===== config.mk =====
export PLATFORM = sky130hd
export DESIGN_NAME = audio_out_interp_flat
export DESIGN_NICKNAME = d
export VERILOG_FILES = /design/src/rtl/audio_out_interp_if.sv /design/src/rtl/audio_out_interp.sv /design/src/flat_wrapper.sv
export SDC_FILE = /design/constraint.sdc
export NUM_CORES = 1
export LEC_CHECK = 0
export CAP_MARGIN = 20
export CORE_ASPECT_RATIO = 1.4
export CORE_MARGIN = 2
export CORE_UTILIZATION = 55
export CTS_CLUSTER_DIAMETER = 120
export DETAILED_ROUTE_END_ITERATION = 6
export PLACE_DENSITY_LB_ADDON = 0.12
export SETUP_SLACK_MARGIN = 0.05
export SYNTH_ARGS = -nofsm -noshare
export SYNTH_HDL_FRONTEND = slang
export SYNTH_SLANG_ARGS = --single-unit

===== constraint.sdc =====
create_clock -name clk -period 4.3 [get_ports clk]
set_clock_uncertainty 0.2 [all_clocks]
set_input_delay 0.43 -clock clk [delete_from_list [all_inputs] [get_ports clk]]
set_output_delay 0.43 -clock clk [all_outputs]
set_load 0.02 [all_outputs]

===== src/rtl/audio_out_interp_if.sv =====
// audio_out_interp_if: sample stream, output-rate tick and DAC-side output of audio_out_interp
//   din          : signed sample offered by the voice/mixer stage
//   din_valid    : din is offered this cycle
//   din_ready    : FIFO can accept (push when din_valid && din_ready)
//   sample_tick  : one-cycle output-rate strobe that pops the next target
//   dout         : signed sample for the PDM DAC
//   underrun     : sticky, set by a tick that finds the FIFO empty
//   underrun_clr : synchronous clear of underrun
//   master = sample producer / tick source, slave = audio_out_interp
interface audio_out_interp_if #(
    parameter int DATA_BITS = 12
);
    logic [DATA_BITS-1:0] din;
    logic                 din_valid;
    logic                 din_ready;
    logic                 sample_tick;
    logic [DATA_BITS-1:0] dout;
    logic                 underrun;
    logic                 underrun_clr;
    modport master (output din, din_valid, sample_tick, underrun_clr, input din_ready, dout, underrun);
    modport slave (input din, din_valid, sample_tick, underrun_clr, output din_ready, dout, underrun);
endinterface


===== src/rtl/audio_out_interp.sv =====
// audio_out_interp: sample FIFO feeding a PDM DAC, with optional linear ramp between samples
//   clk : single clock, rising edge
//   rst : asynchronous active-high reset
//   io  : audio_out_interp_if.slave (din/din_valid/din_ready, sample_tick, dout, underrun/underrun_clr)
//   Macro AUDIO_OUT_INTERP_EN: defined -> 2^RAMP_BITS-cycle linear ramp to each new target;
//   undefined -> zero-order hold, dout = target one clk after the pop.
module audio_out_interp #(
    parameter int DATA_BITS = 12,
    parameter int FIFO_AW   = 2,
    parameter int RAMP_BITS = 4
) (
    input logic               clk,
    input logic               rst,
    audio_out_interp_if.slave io
);
    localparam int DEPTH = 1 << FIFO_AW;
    logic [DATA_BITS-1:0] mem [DEPTH];
    logic [FIFO_AW-1:0]   wr_ptr, rd_ptr;
    logic [FIFO_AW:0]     count;
    logic                 full, empty, push, pop;
    logic [DATA_BITS-1:0] head;
    // count never exceeds DEPTH, so its MSB alone flags full
    assign full         = count[FIFO_AW];
    assign empty        = count == '0;
    assign push         = io.din_valid & ~full;
    assign pop          = io.sample_tick & ~empty;
    assign head         = mem[rd_ptr];
    assign io.din_ready = ~full;
    always_ff @(posedge clk)
        if (push) mem[wr_ptr] <= io.din;
    always_ff @(posedge clk or posedge rst)
        if (rst) begin
            wr_ptr <= '0;
            rd_ptr <= '0;
            count  <= '0;
        end else begin
            wr_ptr <= wr_ptr + FIFO_AW'(push);
            rd_ptr <= rd_ptr + FIFO_AW'(pop);
            count  <= count + (FIFO_AW+1)'(push) - (FIFO_AW+1)'(pop);
        end
    always_ff @(posedge clk or posedge rst)
        if (rst) io.underrun <= 1'b0;
        else io.underrun <= io.underrun_clr ? 1'b0 : (io.sample_tick & empty) ? 1'b1 : io.underrun;
`ifdef AUDIO_OUT_INTERP_EN
    localparam int AW = DATA_BITS + RAMP_BITS + 1;
    typedef enum logic [1:0] {IDLE, RAMP, HOLD} state_t;
    state_t               state_q, state_d;
    logic [AW-1:0]        acc, acc_base, diff_ext;
    logic [DATA_BITS:0]   diff, diff_new;
    logic [RAMP_BITS-1:0] cnt;
    // difference fits in DATA_BITS+1 bits, so modular subtraction of the sign-extended operands is exact
    assign diff_new = {head[DATA_BITS-1], head} - {io.dout[DATA_BITS-1], io.dout};
    assign acc_base = {io.dout[DATA_BITS-1], io.dout, {RAMP_BITS{1'b0}}};
    assign diff_ext = {{RAMP_BITS{diff[DATA_BITS]}}, diff};
    // every ramp point lies between two legal samples, so the slice never overflows
    assign io.dout  = acc[RAMP_BITS+DATA_BITS-1:RAMP_BITS];
    always_ff @(posedge clk or posedge rst)
        if (rst) state_q <= IDLE;
        else state_q <= state_d;
    always_comb begin
        state_d = state_q;
        if (pop) state_d = RAMP;
        else if (state_q == RAMP && cnt == '1) state_d = HOLD;
    end
    // the pop edge performs the first of the 2^RAMP_BITS additions so the first step shows one clk after the tick
    always_ff @(posedge clk or posedge rst)
        if (rst) begin
            acc  <= '0;
            diff <= '0;
            cnt  <= '0;
        end else if (pop) begin
            acc  <= acc_base + {{RAMP_BITS{diff_new[DATA_BITS]}}, diff_new};
            diff <= diff_new;
            cnt  <= RAMP_BITS'(1);
        end else if (state_q == RAMP) begin
            acc <= acc + diff_ext;
            cnt <= cnt + RAMP_BITS'(1);
        end
`else
    typedef enum logic {IDLE, HOLD} state_t;
    state_t               state_q, state_d;
    logic [DATA_BITS-1:0] dout_q;
    assign io.dout = dout_q;
    always_ff @(posedge clk or posedge rst)
        if (rst) state_q <= IDLE;
        else state_q <= state_d;
    always_comb begin
        state_d = state_q;
        if (pop) state_d = HOLD;
    end
    always_ff @(posedge clk or posedge rst)
        if (rst) dout_q <= '0;
        else if (pop) dout_q <= head;
`endif
endmodule


===== src/flat_wrapper.sv =====
// flat-port wrapper written by rule: the top's interface ports become plain ports
module audio_out_interp_flat 
#(
    parameter int DATA_BITS = 12,
    parameter int FIFO_AW   = 2,
    parameter int RAMP_BITS = 4
)
  (clk, rst, io_din, io_din_valid, io_sample_tick, io_underrun_clr, io_din_ready, io_dout, io_underrun);
  audio_out_interp_if #(.DATA_BITS(DATA_BITS)) io_i ();
  input logic clk;
  input logic rst;
  input wire logic [$bits(io_i.din)-1:0] io_din;
  input wire logic [$bits(io_i.din_valid)-1:0] io_din_valid;
  input wire logic [$bits(io_i.sample_tick)-1:0] io_sample_tick;
  input wire logic [$bits(io_i.underrun_clr)-1:0] io_underrun_clr;
  output wire logic [$bits(io_i.din_ready)-1:0] io_din_ready;
  output wire logic [$bits(io_i.dout)-1:0] io_dout;
  output wire logic [$bits(io_i.underrun)-1:0] io_underrun;
  assign io_i.din = io_din;
  assign io_i.din_valid = io_din_valid;
  assign io_i.sample_tick = io_sample_tick;
  assign io_i.underrun_clr = io_underrun_clr;
  assign io_din_ready = io_i.din_ready;
  assign io_dout = io_i.dout;
  assign io_underrun = io_i.underrun;
  audio_out_interp #(.DATA_BITS(DATA_BITS), .FIFO_AW(FIFO_AW), .RAMP_BITS(RAMP_BITS)) u_core (.clk(clk), .rst(rst), .io(io_i));
endmodule

== Word-level counts from Yosys, hierarchy flattened ==
Memory sizes are Yosys's and may differ from the RTL's. A register that Yosys moved wholly into a read port is not among the register bits.
Cells that the tools add are included.
Cells by class
  $add $sub $neg: 4
  bitwise logic cells: 5
  reductions and logical operators: 2
  multiplexer cells: 4
Operators by type and width (count)
  2-bit by 1-bit adder with 2-bit output: 2
  1-bit 2-to-1 mux: 4
  3-bit by 1-bit adder with 3-bit output: 1
  1-bit AND: 3
  3-bit logical NOT: 1
  3-bit by 1-bit subtractor with 3-bit output: 1
  1-bit NOT: 2
  2-bit nonzero test: 1
Storage, ports and cells
  input port bits: 17
  flip-flop bits (word level): 8
  memory bits (writable): 48
  output and inout bits: 14
  memories: 1
  word-level logic and storage cells: 20
Memories
  u_core.mem: words 4, width 12, rd ports 1, clocked after Yosys merged registers in 1, wr ports 1, line audio_out_interp.sv:17  | logic [DATA_BITS-1:0] mem [DEPTH];

== Longest topological paths before layout ==
  depth after elaboration: 4
  depth in mapped cells: 10
  mapped depth without buffers: 9

== Worst setup path before layout ==
Ideal clock, no wire load.
  path type: reg-to-reg
  from: reg u_core.count[2]
  to: reg u_core.count[2]
  library setup time: 0.080 ns
  required time: 4.020 ns
  buffers on the path: 1
  path slack: 1.815 ns
  cell stages (with the launch flop): 11
  period minus slack after synthesis: 2.485 ns
  arrival time: 2.205 ns
  path through: dfrtp_1 > o31ai_2 > buf_4 > inv_1 > ha_1 > inv_1 > ha_1 > inv_1 > fa_1 > xnor2_1 > xnor2_1
On the way
  word-level cells in the longest chain between the ends: 4
  elaborated cells between the ends (all ways): 7
  classes of those cells: add/sub (2); bitwise (4); reduce/logical (1)
Ends and longest elaborated chain
  start, declared: line audio_out_interp.sv:19  | logic [FIFO_AW:0] count;
  start signal, assigned: line audio_out_interp.sv:39  | count <= count + (FIFO_AW+1)'(push) - (FIFO_AW+1)'(pop);
  3-bit logical NOT: line audio_out_interp.sv:24  | assign empty = count == '0;
  1-bit NOT: line audio_out_interp.sv:26  | assign pop = io.sample_tick & ~empty;
  1-bit AND: line audio_out_interp.sv:26
  via u_core.pop: line audio_out_interp.sv:20  | logic full, empty, push, pop;
  3-bit by 1-bit subtractor with 3-bit output: line audio_out_interp.sv:39
The timed path passes the listed nets, and every way through them passes these cells.
A chain may end at the register's enable or synchronous reset.

== Worst setup path in the final report ==
Ends and elaborated chain as after synthesis.

==> results.txt <==
Maximum fanout along the worst path - 13
Minimum clock period - 2.52 ns
Net Count, Synth - 142
Xor and xnor fraction of the mapped netlist area - 0.0136
Worst Path Required - 4.36 ns
Setup crit start kind - flip-flop
Nets - 181
Post-synthesis cell area - 2580 um2
Largest family of logic cells by synthesized area - multiplexers
Post-Synth Adder-Cell Area - 0.0272
Critical path's most frequent cell - inv_1
Setup crit end kind - flip-flop
RSZ-0062 raised after global routing - false
Mean Syn Cell Area - 21.5 um2
Synth Area in Compound Gates - 0.00679
Post-CTS Hold Fix Bufs - 0
Worst-path clk slew - 0.07 ns
Cells after DPL - 210
FMAX - 397 MHz
Core area - 4540 um2
Fin crit share - 0.586
DRC viols - 0
Largest net degree at the start of global routing - 21
Crit path cell chain - o31ai_2 > buf_4 > inv_1 > ha_1 > inv_1 > ha_1 > inv_1 > fa_1 > xnor2_1 > xnor2_1
Critical path class - flip-flop to flip-flop
Layout cells sized above 1 - 0.238
Num ports - 31
Rows - 29
Post-synthesis register bit count - 68
Hold WC Path Type - flip-flop to flip-flop
Status - finished clean
R2R setup slack - 1.78 ns
Initial DRC count - 41
Initial Util - 0.569
Drt total wl - 4010 um
Vias in the first global route - 1,329
Vias per inst - 5.44
CTS Buffer Depth - 2
Leak - 1.14 nW
Seq/Total Area, Yosys - 0.753
Power Density - 671 nW/um2
Post-Synth Simple-Gate Area - 0.0184
EDFF count, synth - 48
Max-slew violations - 0
TritonCTS Buffers - 9
Initial antenna violation count - 0
Slew HR - 0.365
Peak VDD IR - 418 uV
TritonRoute pass-1 iters - 4
CTS H-tree lvls - 3
Final-layout fill cell count - 321
Detail Route Antenna Nets - 0
Max-cap viol count - 0
GRT Residual Overflow - 0
Vias post-DR - 1,229
DP HPWL - 2610 um
Slowest CP cell - dfrtp_1
Die width - 61.9 um
CTS root buffer - clkbuf_8
Delay-heaviest family, CP - adder cells
Fin. Hold Viols - 0
Post-CTS setup buffer count - 0
Tot GR Track Use - 0.189
Prevailing post-synth register cell - edfxtp_1
Routed wire per std cell - 17.7 um
Global-route wire length before repair - 6620 um
Post-synthesis mux area share - 0.160
Die height - 85.0 um
Setup TNS Final - 0 ns
Clk_lat worst skew - 0.34 ns
Mapped Cells - 120
Antenna diode count - 0
Total power - 2.10 mW
Slowest Stage Delay on Critical Path - 0.43 ns
Asr flop ratio synth - 0.294
Cell variety after synth - 20
CTS tree - yes
Die area - 5260 um2
Worst EP arrival - 2.58 ns
Port bufs - 30
Clock sinks - 68
Worst slack, placed - 1.47 ns
Post-CTS sizing - 0
Final setup fails - 0
Utilization after layout - 0.692
Synth warn - 0
Synth-to-layout area growth - 21.6%
Final std cells w/o fill - 226
Setup ws final - 1.78 ns
Worst path bufs/invs - 4
GPL Wtd Cong - 0.656
Worst Tran Pin Value - 0.949 ns
[cell usage in the layout, fill, tap and decap left out, types with 2 or more instances in the layout]
cell type         n
and3b_1           2
clkbuf_8         10
clkdlybuf4s50_1  30
clkinv_1          3
dfrtp_1          20
edfxtp_1         48
ha_1              4
inv_1             8
mux2_2           12
mux4_1            2
mux4_2           10
xnor2_1           2
xor2_1            2
[Yosys cell counts, types with 2 or more instances]
| master | number | area (um2) |
|---|---|---|
| and3b_1 | 2 | 17.5 |
| xnor2_1 | 2 | 17.5 |
| xor2_1 | 2 | 17.5 |
| mux4_2 | 10 | 225 |
| mux4_1 | 2 | 52.6 |
| ha_1 | 4 | 50.1 |
| inv_1 | 8 | 30.0 |
| edfxtp_1 | 48 | 1440 |
| dfrtp_1 | 20 | 500 |
| mux2_2 | 12 | 135 |
[cell type report]
type / instances / area (um2) / share of cell area
multi-input combinational: 41 / 588 / 0.187
sequential: 68 / 1940 / 0.619
tap: 62 / 77.6 / 0.0247
clock buffer: 10 / 138 / 0.0439
timing repair buffer: 31 / 308 / 0.0981
clock inverter: 6 / 53.8 / 0.0172
inverter: 8 / 30.0 / 0.00957
[sequential cells by signal, indices dropped and copies added (netlist names)]
name,cells
u_core.rd_ptr,2
u_core.io.dout,12
u_core.io.underrun,1
u_core.count,3
u_core.wr_ptr,2
u_core.mem,48
[layer usage]
metal  wire [um]  up-vias  global-route usage
met3         126       12              0.0366
met2        2160       28               0.303
met4         143        0               0.128
met1        1580      641               0.221
met5           0        -                   0
li1            -      548                   -
[worst paths after layout]
path                                 endpoint               from  cells after the start
setup / recovery              u_core.count[2]    u_core.count[2]                     10
hold / removal              u_core.io.dout[2]  u_core.io.dout[2]                      1
setup reg to reg              u_core.count[2]    u_core.count[2]                     10
hold reg to reg             u_core.io.dout[2]  u_core.io.dout[2]                      1
max in group asynchronous  u_core.io.dout[11]                rst                      2
min in group asynchronous   u_core.io.dout[8]                rst                      2
[per-stage QoR]
stage	cell area, um2	hold WS, ns
global route	3140	0.324
CTS	3140	0.308
detailed placement	2950	0.293
finish	3140	0.303
global placement	2950	0.289
floorplan	2580	0.194
[cells by family after synthesis]
group | Yosys count
buffers and inverters | 11
XOR/XNOR | 4
AND/OR/NAND/NOR | 6
AO/OA/AOI/OAI | 2
adder cells (fa/ha/maj) | 5
multiplexers | 24
flip-flops | 68
[power by group]
part	switching (mW)	total (mW)	internal (mW)
sequential	0.138	1.01	0.872
combinational	0.247	0.597	0.350
clock	0.221	0.497	0.276
total	0.606	2.10	1.50
Power figures use the tool's default switching activity.
